`src/rtl/arena_painter.sv`:
```
// Row-by-row bulk initialiser for the Conway arena: clear, fill, checkerboard,
// pseudo-random (Galois LFSR) or invert, behind the shared start/ready row-write port set.
module arena_painter #(
  parameter int          ARENA_WIDTH       = 10,
  parameter int          ARENA_HEIGHT      = 10,
  parameter logic [15:0] LFSR_DEFAULT_SEED = 16'hACE1
) (
  input  logic                   clk,
  input  logic                   rst_n,
  input  logic                   start,
  input  logic [2:0]             mode,
  input  logic [15:0]            seed,
  input  logic [ARENA_WIDTH-1:0] arena_columns_cur,
  output logic                   ready,
  output logic                   done,
  output logic [7:0]             arena_row_select,
  output logic [ARENA_WIDTH-1:0] arena_columns_new,
  output logic                   arena_columns_write,
  output logic [1:0]             state_dbg
);

  typedef enum logic [1:0] {
    IDLE   = 2'd0,
    READ   = 2'd1,
    WRITE  = 2'd2,
    FINISH = 2'd3
  } state_t;

  localparam logic [2:0] MODE_CLEAR   = 3'd0;
  localparam logic [2:0] MODE_FILL    = 3'd1;
  localparam logic [2:0] MODE_CHECKER = 3'd2;
  localparam logic [2:0] MODE_RANDOM  = 3'd3;
  localparam logic [2:0] MODE_INVERT  = 3'd4;
  localparam logic [7:0] LAST_ROW     = 8'(ARENA_HEIGHT - 1);

  // Handshake: a job is accepted on a rising edge where start=1 and ready=1;
  // start while ready=0 is dropped. done pulses for exactly one cycle per job.

  state_t      state;
  logic [2:0]  mode_q;
  logic [15:0] lfsr;
  logic [15:0] seed_eff;

  assign seed_eff  = (seed == 16'h0000) ? LFSR_DEFAULT_SEED : seed;
  assign state_dbg = state;

  function automatic logic [15:0] galois_step(input logic [15:0] v);
    return (v >> 1) ^ (v[0] ? 16'hB400 : 16'h0000);
  endfunction

  function automatic logic [ARENA_WIDTH-1:0] row_pattern(
    input logic [2:0]             m,
    input logic [7:0]             row,
    input logic [15:0]            lv,
    input logic [ARENA_WIDTH-1:0] cur
  );
    logic [ARENA_WIDTH-1:0] p;
    p = '0;
    for (int i = 0; i < ARENA_WIDTH; i++) begin
      case (m)
        MODE_FILL:    p[i] = 1'b1;
        MODE_CHECKER: p[i] = (i[0] == row[0]);
        MODE_RANDOM:  p[i] = lv[i % 16];
        MODE_INVERT:  p[i] = ~cur[i];
        default:      p[i] = 1'b0;
      endcase
    end
    return p;
  endfunction

  // Outputs are computed for the state being entered, so write rises in the
  // first cycle after the accept edge.
  always_ff @(posedge clk or negedge rst_n) begin
    if (!rst_n) begin
      state               <= IDLE;
      mode_q              <= MODE_CLEAR;
      lfsr                <= LFSR_DEFAULT_SEED;
      ready               <= 1'b1;
      done                <= 1'b0;
      arena_row_select    <= 8'd0;
      arena_columns_new   <= '0;
      arena_columns_write <= 1'b0;
    end else begin
      case (state)
        IDLE: begin
          ready               <= 1'b1;
          done                <= 1'b0;
          arena_columns_write <= 1'b0;
          if (start && ready) begin
            mode_q           <= mode;
            ready            <= 1'b0;
            arena_row_select <= 8'd0;
            lfsr             <= seed_eff;
            if (mode == MODE_INVERT) begin
              state <= READ;
            end else if (mode <= MODE_RANDOM) begin
              state               <= WRITE;
              arena_columns_write <= 1'b1;
              arena_columns_new   <= row_pattern(mode, 8'd0, seed_eff, arena_columns_cur);
              lfsr                <= galois_step(seed_eff);
            end else begin
              state <= FINISH;
              done  <= 1'b1;
            end
          end
        end
        READ: begin
          state               <= WRITE;
          arena_columns_write <= 1'b1;
          arena_columns_new   <= row_pattern(mode_q, arena_row_select, lfsr, arena_columns_cur);
        end
        WRITE: begin
          if (arena_row_select == LAST_ROW) begin
            state               <= FINISH;
            arena_columns_write <= 1'b0;
            done                <= 1'b1;
          end else begin
            arena_row_select <= arena_row_select + 8'd1;
            if (mode_q == MODE_INVERT) begin
              state               <= READ;
              arena_columns_write <= 1'b0;
            end else begin
              arena_columns_write <= 1'b1;
              arena_columns_new   <= row_pattern(mode_q, arena_row_select + 8'd1, lfsr,
                                                 arena_columns_cur);
              lfsr                <= galois_step(lfsr);
            end
          end
        end
        FINISH: begin
          state               <= IDLE;
          done                <= 1'b0;
          ready               <= 1'b1;
          arena_columns_write <= 1'b0;
        end
        default: state <= IDLE;
      endcase
    end
  end

endmodule

```
`config.mk`:
```
export PLATFORM = sky130hd
export DESIGN_NAME = arena_painter
export DESIGN_NICKNAME = d
export VERILOG_FILES = /design/src/rtl/arena_painter.sv
export SDC_FILE = /design/constraint.sdc
export NUM_CORES = 1
export LEC_CHECK = 0
export CORE_MARGIN = 1
export CORE_UTILIZATION = 35
export CTS_CLUSTER_DIAMETER = 200
export DETAILED_ROUTE_END_ITERATION = 8
export SLEW_MARGIN = 20
export SYNTH_ARGS = -nofsm -noshare
export SYNTH_HDL_FRONTEND = slang
export SYNTH_SLANG_ARGS = --single-unit
```
`constraint.sdc`:
```
create_clock -name clk -period 2.62 [get_ports clk]
set_input_delay 0.524 -clock clk [delete_from_list [all_inputs] [get_ports clk]]
set_output_delay 0.524 -clock clk [all_outputs]
set_load 0.005 [all_outputs]
```
Word-level counts from Yosys, hierarchy flattened --
Index checks and enable logic that the tools add are counted.
Storage, ports and cells: register bits after elaboration 42, input port bits 32, output and inout bits 23, logic and storage cells 124
Cells by class: $add $sub $neg 1, order comparisons 1, equality and inequality tests 19, muxes and demuxes 67, bitwise logic cells 14, reductions and logical operators 14
Operators with widths (count):
- $mux 16 | 8
- $mux 10 | 5
- $pmux 1 s4 | 11
- $pmux 1 s3 | 11
- $pmux 16 s2 | 1
- $xor 15x16->16 | 2
- $pmux 10 s3 | 1
- $pmux 1 s2 | 11
- $logic_not 16->1 | 1
- $mux 8 | 2
- $pmux 8 s2 | 1
- $eq 3x2->1 const B | 4
- $ne 2x2->1 const B | 6
- $not 1->1 | 12
- $mux 1 | 11
- $add 8x1->8 const B | 1
- $eq 8x4->1 const B | 1
- $mux 2 | 4
- $pmux 2 s4 | 1
- $eq 3x1->1 const B | 2
- $eq 3x3->1 const B | 2
- $reduce_and 2->1 | 3
- $reduce_and 6->1 | 1
- $reduce_bool 3->1 | 2
- other kinds (10) | 12

Depth between registers and ports, before layout --
Gate-level depths: netlist of the first run.
word-level depth 8, mapped depth 9, mapped depth without buffers 7

Worst setup path before layout of the first run --
No wires, ideal clock.
kind register -> register, from reg state[0] (netlist: state_dbg[0]), to reg lfsr[0], setup time 0.077 ns, data arrival time 1.901 ns, data required time 2.543 ns, path slack 0.642 ns, stages on the path, launching flop included 9, buffers on the path 1, clock period less this slack 1.978 ns, path through dfrtp_1 inv_1 ha_1 clkbuf_1 a21boi_2 nor2_1 a21boi_2 nor2_1 a31oi_1
Between the ends: cells in the longest elaborated chain, start to end 3, elaborated cells between the ends (all ways) 8, classes of those cells 4 x eq/ne; 1 x mux; 3 x reduce/logical
RTL lines:
- start, declared | line 39 | state_t state;
- start signal, assigned | line 75 | state <= IDLE;
- start signal, assigned | line 95 | state <= READ;
- start signal, assigned | line 97 | state <= WRITE;
- $eq 2x2->1 / $logic_not 2->1 (equally long branches) | line 84 | case (state)
- $ne 2x2->1 (no source line) / $reduce_bool 2->1 (equally long branches)
- $reduce_and 4->1 (no source line)
- end signal, assigned | line 100 | lfsr <= galois_step(seed_eff);
- end signal, assigned | line 126 | lfsr <= galois_step(lfsr);
- end, declared | line 41 | logic [15:0] lfsr;
Parallel ways exist; a longest one is shown, timed or not. A chain may end at the register's enable or synchronous reset.

Worst setup path after layout of the first run --
from in seed[9], to reg lfsr[0]
Between the ends: cells in the longest elaborated chain, start to end 7
RTL lines:
- start, declared | line 12 | input logic [15:0] seed,
- $logic_not 16->1 * | line 44 | assign seed_eff = (seed == 16'h0000) ? LFSR_DEFAULT_SEED : seed;
- $mux 16 * | line 44
- $xor 15x16->16 | line 48 | return (v >> 1) ^ (v[0] ? 16'hB400 : 16'h0000);
- $mux 16 | line 96 | end else if (mode <= MODE_RANDOM) begin
- $mux 16 * | line 94 | if (mode == MODE_INVERT) begin
- $mux 16 * | line 89 | if (start && ready) begin
- $pmux 16 s2 * | line 84
Mark *: on every way between the ends. The rest lies on a longest branch, timed or not. The select of a mux whose other input is x is not followed.

==> flow_summary.yaml, run 1 <==
placed_design:
  place.gp.congestion: 0.818
  port_buffers: 54
  place_hpwl_microns: 6550
  place_ws_ns: 0.153
layout:
  nets: 454
  final_core_util_pct: 46.1
  syn_to_final_growth_pct: 25.7
  drive_gt1_share_pct: 13.8
  antennaDiodeCount: 0
  final_common_cell: "a21oi_1"
  fillCellCount: 827
  final_cell_mix: "a21oi_1, clkdlybuf4s50_1, nand2_1, dfrtp_1, nor2_1"
sta:
  worstMarginPinSlew_ns: 0.648
  hold_viol: 0
  whs_ns: 0.119
  slew_viol_final: 0
  maxSlewHeadroom_pct: 56.8
  period_needed_ns: 2.23
  setup_ws_ns: 0.392
  timing.final.crit_share_pct: 85.0
  setup_viol: 0
  finalSetupTns_ns: 0
  clock-skew-final_ns: 0.00864
  rsz0062_at_grt: "no"
  fmax_ghz: 0.449
route:
  ant_nets: 0
  routedWlPerCell_microns: 17.0
  vias: 2918
  drtPass1Iterations: 4
  routed_wl_microns: 8820
  viasPerCell: 5.62
  drcViolationCount: 0
  first_iter_violations: 130
worst_setup_path:
  max_stage_delay_ns: 0.50
  crit_chain: "clkdlybuf4s50_1, nor4_1, nand4_1, nand2_1, o221ai_1, a31oi_1"
  reg2reg_from: "state_dbg[0]"
  rrSetupSlack_ns: 0.45
  path_buf_inv: 1
  path_class: "input port to flop"
  crit_fanout: 7
  critical_path.top_delay_family: "simple AND/OR/NAND/NOR gates"
  worstReg2RegEnd: "arena_row_select[3]"
  r2r_cells: 8
  cp-end-kind: "flop"
  cp-startpoint: "seed[9]"
  arrival_ns: 2.45
  required_ns: 2.84
  cp_slowest_cell: "nor4_1"
  start_kind: "input port"
synth:
  syn_inst: 359
  ys.flop_type: "dfrtp_1"
  ys_ff_latch: 42
  ys_async_sr_fraction_pct: 100
  ys_types: 54
  syn-num-nets: 400
  synth-warning-count: 0
  ys_seq_area_share_pct: 34.9
  netlist_area_sq_um: 3040
  synth_area_per_cell_sq_um: 8.47
  synth-edff-count: 0
clock_network:
  tritoncts: "done"
  cts_setup_buffers: 0
  cts.sinks: 42
  clockBufferDepth: 2
  cts_made_buffers: 5
  h-tree-depth: 2
  cts_root_buf: "clkbuf_8"
  cts_hold_buf: 0
  clkSlewWorstSetupHoldPaths_ns: 0.08
  ctsResizeCount: 0
  clk_latency_ns: 0.30
hold_path:
  hold_path.class: "input port to asynchronous set/reset pin"
grt:
  grt_pass1_wl_microns: 14600
  antenna_found_initial: 0
  grt_pass1_vias: 2851
  overflow: 0
  track_usage_pct: 20.9
  grt_max_degree: 35
floorplan:
  fp.dieH_microns: 95.2
  core_sq_um: 8300
  initial_core_util_pct: 36.6
  num_rows: 33
  die-area_sq_um: 9060
  num_io_pins: 55
  die_w_microns: 95.2
pwr:
  p_leak_nw: 1.54
  powerDensity_nw_per_um2: 1230
  irDropWorstVdd_v: 0.000500
flow_run:
  drv_cap: 0
status:
  status: "completed"
-- flip-flops by register name (all words and copies together) (netlist names) --
register / flops
lfsr: 16
arena_columns_new: 10
arena_row_select: 8
mode_q: 3
state_dbg: 2
arena_columns_write: 1
done: 1
ready: 1
-- cell type report --
| cell class | instances | area [sq um] | area share, % |
|---|---|---|---|
| flip-flops and latches | 42 | 1060 | 27.8 |
| multi-input cells | 286 | 1830 | 47.9 |
| well taps | 105 | 131 | 3.44 |
| repair buffers | 72 | 683 | 17.9 |
| clock inverters | 1 | 5.00 | 0.131 |
| clock buffers | 7 | 86.3 | 2.26 |
| inverters | 6 | 22.5 | 0.589 |
-- through the flow --
stage               power (mW)  area, sq um  cells
floorplan                 3.34         3040    359
global placement          4.20         3730    511
detailed placement        4.25         3730    511
CTS                       4.72         3820    519
global route              5.14         3820    519
finish                    4.70         3820    519
-- report_power, final --
group          total (mW)  internal, mW  switching (mW)
logic                3.00          1.34            1.67
registers            1.25          1.00           0.248
clock network       0.449         0.213           0.235
-- cells by family (layout without fill, tap and decap cells) --
group / count (synthesis) / in the layout / synth area share (%)
xor+xnor: 10 / 10 / 2.88
flops: 42 / 42 / 34.9
simple gates: 117 / 117 / 19.6
mux: 15 / 15 / 5.06
fa+ha+maj: 9 / 9 / 3.70
buf+inv: 31 / 86 / 4.81
compound gates: 135 / 135 / 29.0
-- how the worst max path moves through the flow --
stage | depth (start not counted) | end
finish | 6 | lfsr[0]
global route | 7 | arena_row_select[5]
CTS | 8 | arena_row_select[3]
detailed placement | 6 | lfsr[0]
global placement | 6 | lfsr[0]
floorplan | 8 | lfsr[0]
-- per-layer routing --
| metal | up-vias | routed length [microns] | global-route usage (%) |
|---|---|---|---|
| li1 | 1422 | - | - |
| met1 | 1402 | 4180 | 29.8 |
| met2 | 90 | 4060 | 33.6 |
| met3 | 4 | 510 | 3.11 |
| met4 | 0 | 64 | 4.29 |
| met5 | - | 0 | 0 |
-- cell usage after synthesis, types with 2 or more instances --
| master | instances | share of area, % |
|---|---|---|
| nor2b_1 | 2 | 0.41 |
| o21bai_1 | 2 | 0.49 |
| o22ai_1 | 10 | 2.1 |
| a21boi_2 | 3 | 1.1 |
| o31ai_1 | 2 | 0.49 |
| nand2_1 | 37 | 4.6 |
| nor2_1 | 27 | 3.3 |
| ha_1 | 9 | 3.7 |
| nand2b_1 | 13 | 2.7 |
| xor2_1 | 8 | 2.3 |
| a21oi_1 | 56 | 9.2 |
| clkbuf_2 | 2 | 0.33 |
| buf_1 | 3 | 0.37 |
| dfrtp_1 | 33 | 27 |
| nor3b_1 | 2 | 0.49 |
| clkbuf_1 | 13 | 1.6 |
| nand3b_1 | 3 | 0.74 |
| buf_2 | 4 | 0.66 |
| nor4_1 | 4 | 0.82 |
| nand4_1 | 5 | 1.0 |
| o31ai_2 | 10 | 4.1 |
| mux2i_1 | 12 | 4.0 |
| o21a_1 | 3 | 0.74 |
| or2b_1 | 2 | 0.49 |
| o21ai_0 | 18 | 3.0 |
| o211ai_1 | 2 | 0.49 |
| nand3_1 | 4 | 0.66 |
| a221o_1 | 2 | 0.66 |
| mux2_2 | 3 | 1.1 |
| a31oi_1 | 6 | 1.2 |
| o221ai_1 | 5 | 1.4 |
| o311ai_0 | 2 | 0.58 |
| or3_1 | 3 | 0.62 |
| xnor2_1 | 2 | 0.58 |
| buf_6 | 3 | 1.1 |
| nor3_1 | 6 | 0.99 |
| o21ai_1 | 8 | 1.3 |
| inv_1 | 6 | 0.74 |
| dfstp_2 | 9 | 7.8 |
Power figures use the tool's default switching activity.
==> run 2: changes to the inputs <==
CORE_MARGIN = 3   (was 1)
CORE_UTILIZATION = 53   (was 35)
PLACE_DENSITY = 0.81   (was not set)
SKIP_CTS_REPAIR_TIMING = 1   (was not set)
==> run 2 against run 1 <==
Net effect: clock-buffer cell count rose by 1; combinational power fell by 2%; core utilization rose by 25 points; largest power group unchanged; final cell count fell by 7.5%.
==> flow_summary.yaml, run 2 (synthesis gave the netlist of run 1 again) <==
status:
  status: "completed"
worst_setup_path:
  reg2reg_from: "state_dbg[0]"
  crit_chain: "inv_1, ha_1, nand2b_1, or2_2, o21ai_0, a21oi_1, o31ai_2"
  arrival_ns: 2.57
  start_kind: "flop"
  rrSetupSlack_ns: 0.25
  max_stage_delay_ns: 0.53
  path_class: "flop to flop"
  cp.depth: 7
  crit_end: "arena_columns_new[0]"
  required_ns: 2.83
  path_buf_inv: 1
  cp-end-kind: "flop"
  worstReg2RegEnd: "arena_columns_new[0]"
  r2r_cells: 7
  cp_slowest_cell: "ha_1"
  crit_fanout: 15
  cp-startpoint: "state_dbg[0]"
  critical_path.top_delay_family: "simple AND/OR/NAND/NOR gates"
hold_path:
  hold_path.class: "input port to asynchronous set/reset pin"
pwr:
  p_leak_nw: 1.53
  powerDensity_nw_per_um2: 1250
  combPwrFrac_pct: 62.5
  irDropWorstVdd_v: 0.000653
  p_switching_mw: 2.13
  internal-power_mw: 2.59
  power.total_mw: 4.72
  seqPwrFrac_pct: 27.0
  pwr-share-clk_pct: 10.5
  p_sw_share_pct: 45.2
floorplan:
  num_io_pins: 55
  fp.dieH_microns: 81.7
  core_sq_um: 5340
  die_w_microns: 81.7
  initial_core_util_pct: 57.0
  die-area_sq_um: 6680
  num_rows: 26
layout:
  largest-register: "lfsr"
  final_common_cell: "a21oi_1"
  top_regs: "lfsr (16), arena_columns_new (10), arena_row_select (8)"
  fillCellCount: 436
  final_cells: 480
  largest_reg_flops: 16
  antennaDiodeCount: 0
  syn_to_final_growth_pct: 23.9
  nets: 450
  final_core_util_pct: 70.6
  final_cell_mix: "a21oi_1, clkdlybuf4s50_1, nand2_1, dfrtp_1, nor2_1"
  regArea_sq_um: 1060
  drive_gt1_share_pct: 13.2
  multi_input_area_sq_um: 1830
placed_design:
  place.gp.congestion: 0.883
  numPlacedInstances: 472
  place_hpwl_microns: 6030
  port_buffers: 54
route:
  routed_wl_microns: 8270
  viasPerCell: 6.10
  vias: 2926
  first_iter_violations: 227
  routedWlPerCell_microns: 17.2
  drtPass1Iterations: 5
  ant_nets: 0
  drcViolationCount: 0
sta:
  period_needed_ns: 2.37
  whs_ns: 0.374
  setup_viol: 0
  fmax_ghz: 0.422
  rsz0062_at_grt: "no"
  finalSetupTns_ns: 0
  slew_viol_final: 0
  clock-skew-final_ns: 0.00450
  timing.final.crit_share_pct: 90.3
  hold_viol: 0
  worstMarginPinSlew_ns: 0.951
  maxSlewHeadroom_pct: 36.6
grt:
  track_usage_pct: 26.6
  grt_max_degree: 43
  antenna_found_initial: 0
  grt_pass1_wl_microns: 14000
  grt_pass1_vias: 2834
  overflow: 0
clock_network:
  clkSlewWorstSetupHoldPaths_ns: 0.08
  clockBufferDepth: 2
  tritoncts: "done"
  cts_root_buf: "clkbuf_8"
  clk_latency_ns: 0.29
  h-tree-depth: 2
  cts.sinks: 42
  cts_made_buffers: 5
flow_run:
  drv_cap: 0
[run 2: power groups by stage]
stage	logic [mW]	registers, mW	clock network, mW
detailed placement	2.92	1.28	0
finish	2.95	1.27	0.494
CTS	2.94	1.27	0.500
global placement	2.84	1.26	0
global route	3.31	1.32	0.527
floorplan	2.14	1.20	0
[run 2: worst min path at each step]
stage             start                   end  slack (ns)
6_report          rst_n          state_dbg[0]        0.37
5_1_grt           rst_n          state_dbg[0]        0.44
4_1_cts           rst_n   arena_row_select[2]        0.40
3_5_place_dp   lfsr[15]              lfsr[15]        0.47
3_3_place_gp   lfsr[15]              lfsr[15]        0.45
2_1_floorplan     rst_n  arena_columns_new[0]        0.23
[run 2: area by class of cell]
cell class / count / share of cell area [%]
inverter: 6 / 0.598
timing repair buffer: 68 / 17.3
tap: 70 / 2.32
clock buffer: 8 / 2.92
multi-input combinational: 286 / 48.6
sequential: 42 / 28.2
[run 2: through the flow]
step | setup WS [ns] | cell area (sq um)
floorplan | 0.642 | 3040
global placement | 0.258 | 3660
detailed placement | 0.218 | 3660
CTS | 0.278 | 3770
global route | 0.0735 | 3770
finish | 0.253 | 3770
[run 2: per-layer routing]
layer / global-route usage (%) / routed length [microns] / vias to the layer above
met5: 0 / 0 / -
li1: - / - / 1412
met1: 37.6 / 3740 / 1385
met2: 42.2 / 3890 / 119
met4: 5.98 / 59 / 0
met3: 5.04 / 571 / 10
